**config.mk**
```make
export PLATFORM = sky130hd
export DESIGN_NAME = tl_phase_sched
export DESIGN_NICKNAME = d
export VERILOG_FILES = /design/src/rtl/tl_pkg.sv /design/src/rtl/tl_phase_timer.sv /design/src/rtl/tl_phase_sched.sv
export SDC_FILE = /design/constraint.sdc
export NUM_CORES = 1
export LEC_CHECK = 0
export BUFFER_PORTS_ARGS = -buffer_cell sky130_fd_sc_hd__buf_4
export CELL_PAD_IN_SITES_DETAIL_PLACEMENT = 0
export CELL_PAD_IN_SITES_GLOBAL_PLACEMENT = 1
export CORE_ASPECT_RATIO = 0.5
export CORE_MARGIN = 10
export CORE_UTILIZATION = 39
export CTS_CLUSTER_DIAMETER = 30
export DETAILED_ROUTE_END_ITERATION = 6
export GPL_TIMING_DRIVEN = 0
export PLACE_DENSITY_LB_ADDON = 0.1
export SLEW_MARGIN = 20
export SYNTH_ARGS = -nofsm -noshare
export SYNTH_HDL_FRONTEND = slang
export SYNTH_SLANG_ARGS = --single-unit
```
**constraint.sdc**
```tcl
create_clock -name clk -period 2.5 [get_ports clk]
set_input_delay 0.5 -clock clk [delete_from_list [all_inputs] [get_ports clk]]
set_output_delay 0.5 -clock clk [all_outputs]
set_load 0.1 [all_outputs]
```
**src/rtl/tl_pkg.sv**
```systemverilog
// Shared definitions for the junction phase scheduler: state codes, lamp encodings,
// default phase durations and the state-to-lamp decode.
package tl_pkg;

  typedef enum logic [3:0] {
    AR_INIT = 4'd0,
    MAIN_G  = 4'd1,
    M2_Y    = 4'd2,
    TURN_G  = 4'd3,
    TURN_Y  = 4'd4,
    MAIN_Y  = 4'd5,
    AR_MAIN = 4'd6,
    SIDE_G  = 4'd7,
    SIDE_Y  = 4'd8,
    AR_SIDE = 4'd9
  } state_t;

  localparam logic [2:0] LT_R = 3'b100;
  localparam logic [2:0] LT_Y = 3'b010;
  localparam logic [2:0] LT_G = 3'b001;

  localparam int T_MAIN_MIN_DEF = 10;
  localparam int T_Y_DEF        = 3;
  localparam int T_AR_DEF       = 1;
  localparam int T_TURN_DEF     = 8;
  localparam int T_SIDE_DEF     = 10;

  typedef struct packed {
    logic [2:0] m1;
    logic [2:0] m2;
    logic [2:0] mt;
    logic [2:0] s;
  } heads_t;

  function automatic heads_t heads_of(input state_t st);
    heads_t h;
    h.m1 = LT_R;
    h.m2 = LT_R;
    h.mt = LT_R;
    h.s  = LT_R;
    case (st)
      MAIN_G:  begin h.m1 = LT_G; h.m2 = LT_G; end
      M2_Y:    begin h.m1 = LT_G; h.m2 = LT_Y; end
      TURN_G:  begin h.m1 = LT_G; h.mt = LT_G; end
      TURN_Y:  begin h.m1 = LT_Y; h.mt = LT_Y; end
      MAIN_Y:  begin h.m1 = LT_Y; h.m2 = LT_Y; end
      SIDE_G:  h.s = LT_G;
      SIDE_Y:  h.s = LT_Y;
      default: ;
    endcase
    return h;
  endfunction

  // The debug port is only 3 bits wide, so the three all-red states share code 0.
  function automatic logic [2:0] phase_of(input state_t st);
    logic [2:0] p;
    p = 3'd0;
    case (st)
      MAIN_G:  p = 3'd1;
      M2_Y:    p = 3'd2;
      TURN_G:  p = 3'd3;
      TURN_Y:  p = 3'd4;
      MAIN_Y:  p = 3'd5;
      SIDE_G:  p = 3'd6;
      SIDE_Y:  p = 3'd7;
      default: p = 3'd0;
    endcase
    return p;
  endfunction

endpackage

```
**src/rtl/tl_phase_timer.sv**
```systemverilog
// Down-counter for phase dwell: load a value, count down to zero and hold there.
module tl_phase_timer #(
  parameter int TW = 8
) (
  input  logic          clk,
  input  logic          r_n,
  input  logic          load,
  input  logic [TW-1:0] load_val,
  output logic [TW-1:0] value,
  output logic          zero
);

  always_ff @(posedge clk or negedge r_n) begin
    if (!r_n) begin
      value <= '0;
    end else if (load) begin
      value <= load_val;
    end else if (value != '0) begin
      value <= value - 1'b1;
    end
  end

  assign zero = (value == '0);

endmodule

```
**src/rtl/tl_phase_sched.sv**
```systemverilog
// Request-driven phase scheduler for the four-head junction with latched side/turn
// demand and emergency parking in MAIN_G.
module tl_phase_sched
  import tl_pkg::*;
#(
  parameter int TW         = 8,
  parameter int T_MAIN_MIN = T_MAIN_MIN_DEF,
  parameter int T_Y        = T_Y_DEF,
  parameter int T_AR       = T_AR_DEF,
  parameter int T_TURN     = T_TURN_DEF,
  parameter int T_SIDE     = T_SIDE_DEF
) (
  input  logic       clk,
  input  logic       r_n,
  input  logic       side_req,
  input  logic       turn_req,
  input  logic       emg,
  output logic [2:0] m1,
  output logic [2:0] m2,
  output logic [2:0] mt,
  output logic [2:0] s,
  output logic [2:0] phase,
  output logic       emg_act
);

  localparam logic [TW-1:0] LD_MAIN = TW'(T_MAIN_MIN - 1);
  localparam logic [TW-1:0] LD_Y    = TW'(T_Y - 1);
  localparam logic [TW-1:0] LD_AR   = TW'(T_AR - 1);
  localparam logic [TW-1:0] LD_TURN = TW'(T_TURN - 1);
  localparam logic [TW-1:0] LD_SIDE = TW'(T_SIDE - 1);

  state_t          state_reg;
  state_t          state_next;
  logic            turn_lat_reg;
  logic            side_lat_reg;
  logic            t_load;
  logic [TW-1:0]   t_load_val;
  logic [TW-1:0]   t_value;
  logic            t_zero;

  tl_phase_timer #(.TW(TW)) u_timer (
    .clk      (clk),
    .r_n      (r_n),
    .load     (t_load),
    .load_val (t_load_val),
    .value    (t_value),
    .zero     (t_zero)
  );

  // Yellow and all-red phases only ever leave on timer expiry; greens may be cut by emg.
  always_comb begin
    state_next = state_reg;
    case (state_reg)
      AR_INIT: if (t_zero) state_next = MAIN_G;
      MAIN_G: begin
        if (t_zero && !emg) begin
          if (turn_lat_reg)      state_next = M2_Y;
          else if (side_lat_reg) state_next = MAIN_Y;
        end
      end
      M2_Y:    if (t_zero)        state_next = TURN_G;
      TURN_G:  if (t_zero || emg) state_next = TURN_Y;
      TURN_Y:  if (t_zero)        state_next = AR_MAIN;
      MAIN_Y:  if (t_zero)        state_next = AR_MAIN;
      AR_MAIN: if (t_zero)        state_next = (side_lat_reg && !emg) ? SIDE_G : MAIN_G;
      SIDE_G:  if (t_zero || emg) state_next = SIDE_Y;
      SIDE_Y:  if (t_zero)        state_next = AR_SIDE;
      AR_SIDE: if (t_zero)        state_next = MAIN_G;
      default:                    state_next = AR_INIT;
    endcase
  end

  always_comb begin
    t_load = (state_next != state_reg);
    case (state_next)
      MAIN_G:                       t_load_val = LD_MAIN;
      M2_Y, TURN_Y, MAIN_Y, SIDE_Y: t_load_val = LD_Y;
      TURN_G:                       t_load_val = LD_TURN;
      SIDE_G:                       t_load_val = LD_SIDE;
      default:                      t_load_val = LD_AR;
    endcase
  end

  always_ff @(posedge clk or negedge r_n) begin
    if (!r_n) begin
      state_reg    <= AR_INIT;
      turn_lat_reg <= 1'b0;
      side_lat_reg <= 1'b0;
      m1           <= LT_R;
      m2           <= LT_R;
      mt           <= LT_R;
      s            <= LT_R;
      phase        <= 3'd0;
      emg_act      <= 1'b0;
    end else begin
      state_reg          <= state_next;
      {m1, m2, mt, s}    <= heads_of(state_next);
      phase              <= phase_of(state_next);
      // A latch is cleared on entry to its green and stays clear for the whole green.
      turn_lat_reg       <= (state_next == TURN_G) ? 1'b0 : (turn_lat_reg | turn_req);
      side_lat_reg       <= (state_next == SIDE_G) ? 1'b0 : (side_lat_reg | side_req);
      if (state_reg != MAIN_G && emg) begin
        emg_act <= 1'b1;
      end else if (state_reg == MAIN_G && !emg) begin
        emg_act <= 1'b0;
      end
    end
  end

endmodule
```
==> results of run 1 <==
## stage by stage
stage	cell area [sq um]	hold WS, ns	util
after floorplan	1550	0.204	-
after global placement	1770	0.447	0.457
after detailed placement	1770	0.448	0.457
after CTS	2070	0.148	0.535
after global routing	2210	0.155	0.572
final	2210	0.135	0.572
## logic make-up after synthesis
family / after synthesis
AOI/OAI and AO/OA: 35
xor gates and xnor gates: 6
adders and majority gates: 2
buffers and inverters: 18
DFF: 30
muxes: 3
and+or+nand+nor: 60
## cell type report
cell class                      count  area [sq um]  share of cell area
Buffer                              5          46.3              0.0209
Clock buffer                        7          86.3              0.0390
Clock inverter                      1          30.0              0.0136
Inverter                           11          41.3              0.0187
Multi-Input combinational cell    106           886               0.401
Sequential cell                    30           757               0.342
Tap cell                           54          67.6              0.0306
Timing Repair Buffer               39           297               0.134
## final timing paths
path                                    endpoint             start  cells after the start  slack, ns
worst max-delay path            u_timer.value[2]  u_timer.value[1]                     10       0.01
worst min-delay path                     emg_act               r_n                      1       0.13
worst max register to register  u_timer.value[2]  u_timer.value[1]                     10       0.01
worst min register to register           emg_act           emg_act                      1       0.52
max in group asynchronous                  mt[2]               r_n                      1       2.04
min in group clk                    side_lat_reg          side_req                      2       0.42
## critical path, delay by kind of cell (launching register included)
kind	cells	cell delay (ns)
AO/OA/AOI/OAI	2	0.62
AND/OR/NAND/NOR	3	0.58
flip-flops	1	0.37
buffers and inverters	3	0.35
multiplexers	1	0.28
adder cells (fa/ha/maj)	1	0.17
## metal layers
layer | routed length (um) | up-vias | global-route usage | part of all wire
met3 | 267 | 4 | 0.0513 | 0.066
met5 | 0 | - | 0 | 0
li1 | - | 637 | - | -
met4 | 27 | 0 | 0.0327 | 0.0067
met2 | 1760 | 32 | 0.164 | 0.43
met1 | 2000 | 642 | 0.157 | 0.49
## synth_stat cells, drive strengths merged (2+ instances only)
cell type / count
nand4: 3
o21ai: 4
clkbuf: 2
dfrtp: 26
nor3: 7
inv: 11
nor2: 20
nor4: 2
a21oi: 10
ha: 2
or4b: 3
buf: 5
o21bai: 3
o32ai: 2
dfstp: 4
o21a: 2
nand3: 3
or3: 2
xnor2: 3
nand2: 10
nor3b: 3
mux2: 2
and2: 3
xor2: 3
## repair_timing
item | 4_1_cts | 5_1_grt
cloned | 0 | 0
pin swaps | 7 | 8
endpoints found under the setup margin | 21 | 20
buffers inserted | 13 | 6
resized for setup | 20 | 26
==> flow_summary.json, run 1 <==
{
  "worstPathCellList": "inv_2, ha_4, nor4b_4, buf_4, a2111oi_4, o21bai_4, nor3_4, or3_1, buf_6, mux2_4",
  "synthXorXnorAreaFrac": 0.0339,
  "yosys-top-cells-area": "dfrtp_1, dfstp_2, nor2_1",
  "start_util": 0.401,
  "preCtsSetupSlack_ns": -0.270,
  "fin_cells": 253,
  "synth_adder_area_share": 0.0162,
  "hold_buffers": 0,
  "yosys_warnings": 0,
  "synth_top_family_by_area": "simple AND/OR/NAND/NOR gates",
  "io_pins": 21,
  "drv_slew": 0,
  "yosysSeqAreaShare": 0.488,
  "ys.flop_type": "dfrtp_1",
  "ant_nets": 0,
  "overflow": 0,
  "dp_cells": 228,
  "cts_sinks": 30,
  "nFillCells": 348,
  "drive_gt1_frac": 0.462,
  "cap_violations": 0,
  "layout_common_cells": "buf_4, dfrtp_1, nor2_1, a21oi_1, inv_1",
  "rows": 16,
  "grt_pass1_wl_mm": 6.53,
  "areaGrowthSynthToFinish_pct": 42.7,
  "synth_cells": 154,
  "die_x_um": 109,
  "synth_nets": 161,
  "dieHeight_um": 64.6,
  "drc": 0,
  "grt_pass1_vias": 1299,
  "worst_setup_path_end_kind": "register",
  "worstSetupPathType": "reg2reg",
  "finalWorstSetupSlack_ns": 0.0128,
  "largest_register_ff_count": 8,
  "critPathMaxFanout": 4,
  "grt_use_total": 0.117,
  "start_kind": "register",
  "grt_max_degree": 31,
  "status": "finished, final reports clean",
  "cts_tree": "yes",
  "antenna_found_initial": 0,
  "fmax_mhz": 402,
  "yosys.area_share.simple": 0.225,
  "synth_edf_count": 0,
  "path_clk_slew_ns": 0.06,
  "clock_latency_ns": 0.28,
  "synth-compound-area-share": 0.166,
  "core_area_sq_mm": 0.00386,
  "finalCriticalPeriod_ns": 2.49,
  "finClkSkew_ns": 0.00515,
  "first_pass_iters": 4,
  "finalHoldViolCount": 0,
  "cpPeakStageDelay_ns": 0.39,
  "arrival_ns": 2.65,
  "syn_area_sq_mm": 0.00155,
  "crit_slowest_cell": "a2111oi_4",
  "setup_viol": 0,
  "relSlewSlack": 0.626,
  "synth_top_area_cell": "dfrtp_1",
  "cts-root-buf": "clkbuf_8",
  "synth_cell_types": 52,
  "drt_iter0_markers": 65,
  "htreeDepth": 2,
  "tightest_slew_ns": 0.560,
  "routed_via_density": 5.20,
  "cp.required_ns": 2.66,
  "cts-buffers-inserted": 5,
  "die-area_sq_mm": 0.00705,
  "cts_buffer_depth": 2,
  "diodes": 0,
  "hpwl_mm": 2.74,
  "routedWlPerCell_um": 16.0,
  "rsz0062_at_grt": "true",
  "yosysTopAreaCellShare": 0.420,
  "vias": 1315,
  "portBuffers": 20,
  "drt-total-wl_mm": 4.05,
  "layout_commonest_cell": "buf_4",
  "async_flop_share": 1.00,
  "nets": 205,
  "ys_ff_latch": 30,
  "min_path_type": "in2async",
  "avgSynthCellArea_sq_um": 10.1,
  "fin_setup_tns_ns": 0,
  "gp_congestion": 0.857,
  "synthMuxAreaShare": 0.0234,
  "post-route-period-util": 0.995
}
Power of run 1 is left out: the tool's default activity adds up to more than one toggle a clock period on the data nets, which glitch-free logic cannot reach.
==> run 2, diff against run 1 <==
--- a/config.mk
+++ b/config.mk
@@ -14,7 +14,7 @@
 export CTS_CLUSTER_DIAMETER = 30
 export DETAILED_ROUTE_END_ITERATION = 6
 export GPL_TIMING_DRIVEN = 0
-export PLACE_DENSITY_LB_ADDON = 0.1
+export PLACE_DENSITY = 0.86
 export SLEW_MARGIN = 20
 export SYNTH_ARGS = -nofsm -noshare
 export SYNTH_HDL_FRONTEND = slang
==> flow_summary.json, run 2 (synthesis results as in run 1) <==
{
  "rsz0062_at_grt": "true",
  "core_area_sq_mm": 0.00386,
  "die_x_um": 109,
  "worst_setup_path_end_kind": "register",
  "cp_num_cells": 10,
  "arrival_ns": 2.70,
  "cp_common_cell": "buf_6",
  "violations": "setup timing",
  "drc": 0,
  "crit_slowest_cell": "or4b_4",
  "cts_buffer_depth": 2,
  "routed_via_density": 5.34,
  "start_util": 0.401,
  "htreeDepth": 2,
  "status": "finished with violations",
  "fin_util": 0.559,
  "placed_area_sq_mm": 0.00177,
  "finalWorstSetupSlack_ns": -0.0279,
  "cts_tree": "yes",
  "setup_viol": 1,
  "ant_nets": 0,
  "layout_common_cells": "buf_4, dfrtp_1, nor2_1, nand2_1, a21oi_1",
  "cts_sinks": 30,
  "rr_startpoint": "u_timer.value[0]",
  "grt_use_total": 0.111,
  "grt_pass1_wl_mm": 6.33,
  "grt_max_degree": 31,
  "path_delay_family": "simple AND/OR/NAND/NOR gates",
  "cp.required_ns": 2.67,
  "finalHoldViolCount": 0,
  "path_clk_slew_ns": 0.06,
  "final_area_sq_mm": 0.00216,
  "largest_register_ff_count": 8,
  "tightest_slew_ns": 0.599,
  "r2r_slack_ns": -0.03,
  "preCtsSetupSlack_ns": -0.267,
  "dieHeight_um": 64.6,
  "relSlewSlack": 0.599,
  "crit_start": "u_timer.value[0]",
  "holdWs_ns": 0.127,
  "overflow": 0,
  "post-route-period-util": 1.01,
  "cpPeakStageDelay_ns": 0.51,
  "routedWlPerCell_um": 15.8,
  "drt_iter0_markers": 124,
  "antenna_found_initial": 0,
  "diodes": 0,
  "multiInputGateArea_sq_um": 866,
  "finalCriticalPeriod_ns": 2.53,
  "io_pins": 21,
  "grt_pass1_vias": 1287,
  "reg2reg_to": "u_timer.value[2]",
  "drv_slew": 0,
  "cts-buffers-inserted": 5,
  "areaGrowthSynthToFinish_pct": 39.5,
  "nFillCells": 317,
  "fmax_mhz": 396,
  "layout_commonest_cell": "buf_4",
  "endpoint": "u_timer.value[2]",
  "worstPathCellList": "inv_2, ha_4, or4b_4, nor2_4, buf_6, a32oi_4, nor3_2, or3_1, buf_6, mux2_4",
  "drt-total-wl_mm": 4.03,
  "register_area_sq_um": 757,
  "hpwl_mm": 2.57,
  "drive_gt1_frac": 0.438,
  "start_kind": "register",
  "nets": 207,
  "cap_violations": 0,
  "min_path_type": "in2async",
  "vias": 1362,
  "portBuffers": 20,
  "die-area_sq_mm": 0.00705,
  "first_pass_iters": 4,
  "finClkSkew_ns": 0.00298,
  "cts-root-buf": "clkbuf_8",
  "ff2ff_path_depth": 10,
  "critPathBufInv": 3,
  "hold_buffers": 0,
  "rows": 16,
  "worstSetupPathType": "reg2reg",
  "clock_latency_ns": 0.29,
  "critPathMaxFanout": 4,
  "gp_congestion": 0.919
}
==> run 2: how the worst min path moves through the flow <==
stage / to / slack [ns] / start
after floorplan: emg_act / 0.20 / r_n
after global placement: m2[0] / 0.44 / r_n
after detailed placement: phase[1] / 0.45 / r_n
after CTS: phase[1] / 0.14 / r_n
after global routing: state_reg[3] / 0.15 / r_n
final: phase[0] / 0.13 / r_n
==> run 2: routing by layer <==
layer	vias up	global-route usage	wire length [um]
li1	639	-	-
met1	679	0.135	1710
met2	38	0.173	1990
met3	6	0.0444	265
met4	0	0.0441	65
met5	-	0	0
==> run 2: layout make-up <==
class / instances / share of cell area
inverters: 11 / 0.0191
flip-flops and latches: 30 / 0.350
clock buffers: 6 / 0.0336
clock inverters: 2 / 0.00463
multi-input cells: 106 / 0.401
repair buffers: 42 / 0.148
plain buffers: 4 / 0.0127
well taps: 54 / 0.0313
==> run 2: per-stage QoR <==
stage | TNS [ns] | std cells
CTS | 0 | 249
finish | -0.0279 | 255
floorplan | 0 | 154
global placement | -0.844 | 228
detailed placement | -1.23 | 228
global route | -0.347 | 255
==> run 2: repair_timing <==
| item | in CTS | in global routing |
|---|---|---|
| resized for setup | 18 | 16 |
| pin swaps | 7 | 6 |
| endpoints found under the setup margin | 17 | 16 |
| setup buffers | 15 | 7 |
Power of run 2 is left out for the same reason.
==> run 3, diff against run 2 <==
--- a/config.mk
+++ b/config.mk
@@ -6,15 +6,13 @@
 export NUM_CORES = 1
 export LEC_CHECK = 0
 export BUFFER_PORTS_ARGS = -buffer_cell sky130_fd_sc_hd__buf_4
-export CELL_PAD_IN_SITES_DETAIL_PLACEMENT = 0
-export CELL_PAD_IN_SITES_GLOBAL_PLACEMENT = 1
 export CORE_ASPECT_RATIO = 0.5
 export CORE_MARGIN = 10
-export CORE_UTILIZATION = 39
+export CORE_UTILIZATION = 51
 export CTS_CLUSTER_DIAMETER = 30
 export DETAILED_ROUTE_END_ITERATION = 6
 export GPL_TIMING_DRIVEN = 0
-export PLACE_DENSITY = 0.86
+export PLACE_DENSITY = 0.87
 export SLEW_MARGIN = 20
 export SYNTH_ARGS = -nofsm -noshare
 export SYNTH_HDL_FRONTEND = slang
==> flow_summary.json, run 3 (synthesis results as in run 1) <==
{
  "rows": 14,
  "core_area_sq_mm": 0.00296,
  "grt_pass1_vias": 1425,
  "drt-total-wl_mm": 4.39,
  "finClkSkew_ns": 0.00899,
  "clock_latency_ns": 0.29,
  "worstSetupPathType": "reg2reg",
  "portBuffers": 20,
  "cpPeakStageDelay_ns": 0.52,
  "layout_commonest_cell": "buf_4",
  "finalHoldViolCount": 0,
  "fmax_mhz": 399,
  "diodes": 0,
  "antenna_found_initial": 0,
  "crit_slowest_cell": "a2111oi_2",
  "min_path_type": "in2async",
  "cts-buffers-inserted": 5,
  "drv_slew": 0,
  "grt_pass1_wl_mm": 7.11,
  "setup_viol": 1,
  "violations": "setup timing",
  "largest_register_ff_count": 8,
  "rsz0062_at_grt": "true",
  "grt_max_degree": 31,
  "cts_tree": "yes",
  "gp_congestion": 0.900,
  "worstPathCellList": "inv_2, ha_4, nor4b_4, a2111oi_2, o21bai_4, nor3_2, or3_1, buf_6, mux2_4",
  "dieHeight_um": 59.0,
  "htreeDepth": 2,
  "start_kind": "register",
  "critPathMaxFanout": 4,
  "ant_nets": 0,
  "routedWlPerCell_um": 18.2,
  "vias": 1439,
  "die_x_um": 97.9,
  "path_clk_slew_ns": 0.07,
  "critPathBufInv": 2,
  "nets": 207,
  "finalWorstSetupSlack_ns": -0.00364,
  "drt_iter0_markers": 162,
  "cts_sinks": 30,
  "post-route-period-util": 1.00,
  "arrival_ns": 2.68,
  "cts-root-buf": "clkbuf_8",
  "hpwl_mm": 2.64,
  "layout_common_cells": "buf_4, dfrtp_1, nor2_1, a21oi_1, nand2_1",
  "relSlewSlack": 0.615,
  "areaGrowthSynthToFinish_pct": 35.2,
  "cts_buffer_depth": 2,
  "cp.required_ns": 2.68,
  "grt_use_total": 0.152,
  "die-area_sq_mm": 0.00578,
  "drc": 0,
  "preCtsSetupSlack_ns": -0.231,
  "start_util": 0.523,
  "finalCriticalPeriod_ns": 2.50,
  "cap_violations": 0,
  "tightest_slew_ns": 0.575,
  "routed_via_density": 5.97,
  "first_pass_iters": 4,
  "drive_gt1_frac": 0.433,
  "overflow": 0,
  "worst_setup_path_end_kind": "register",
  "path_delay_family": "compound AO/OA/AOI/OAI gates",
  "io_pins": 21,
  "status": "finished with violations"
}
[run 3: metal layers]
metal  GRT usage  vias up  routed length, um  share of wire
met5           0        -                  0              0
li1            -      640                  -              -
met3      0.0547       19                344          0.078
met4      0.0638        0                157          0.036
met2       0.264       85               2190           0.50
met1       0.170      695               1700           0.39
[run 3: final cells by class]
type                            count  area (sq um)
Fill cell                         200           866
Timing Repair Buffer               41           312
Sequential cell                    30           758
Clock inverter                      2          10.0
Buffer                              5          35.0
Inverter                           11          41.3
Multi-Input combinational cell    106           816
Tap cell                           40          50.0
Clock buffer                        6          72.6
[run 3: path summary, 6_finish.rpt]
path,startpoint,end,slack (ns),cells after the start
max in group asynchronous,r_n,s[2],2.06,1
hold / removal,r_n,u_timer.value[2],0.12,1
setup reg to reg,u_timer.value[0],u_timer.value[2],-0.004,9
hold reg to reg,emg_act,emg_act,0.51,1
min in group clk,side_req,side_lat_reg,0.41,2
setup / recovery,u_timer.value[0],u_timer.value[2],-0.004,9
[run 3: what timing repair did]
action	4_1_cts	5_1_grt
endpoints found under the setup margin	19	20
pin swaps	7	7
hold buffers	0	0
cloned	0	0
gates resized for setup	18	14
setup buffers	14	7
[run 3: worst register-to-register path: stages (launching register included)]
cell and delay, ns:
dfrtp_1 0.38, inv_2 0.07, ha_4 0.16, nor4b_4 0.14, a2111oi_2 0.52, o21bai_4 0.24, nor3_2 0.07, or3_1 0.39
buf_6 0.14, mux2_4 0.29
[run 3: stage by stage]
| step | util | instance area, sq um | hold slack [ns] | TNS (ns) | instances |
|---|---|---|---|---|---|
| floorplan | - | 1550 | 0.204 | 0 | 154 |
| global placement | 0.591 | 1750 | 0.435 | -0.740 | 214 |
| detailed placement | 0.591 | 1750 | 0.445 | -0.979 | 214 |
| CTS | 0.674 | 1990 | 0.137 | -0.00549 | 234 |
| global route | 0.708 | 2090 | 0.142 | -0.350 | 241 |
| finish | 0.708 | 2090 | 0.122 | -0.00364 | 241 |
Power of run 3 is left out for the same reason.
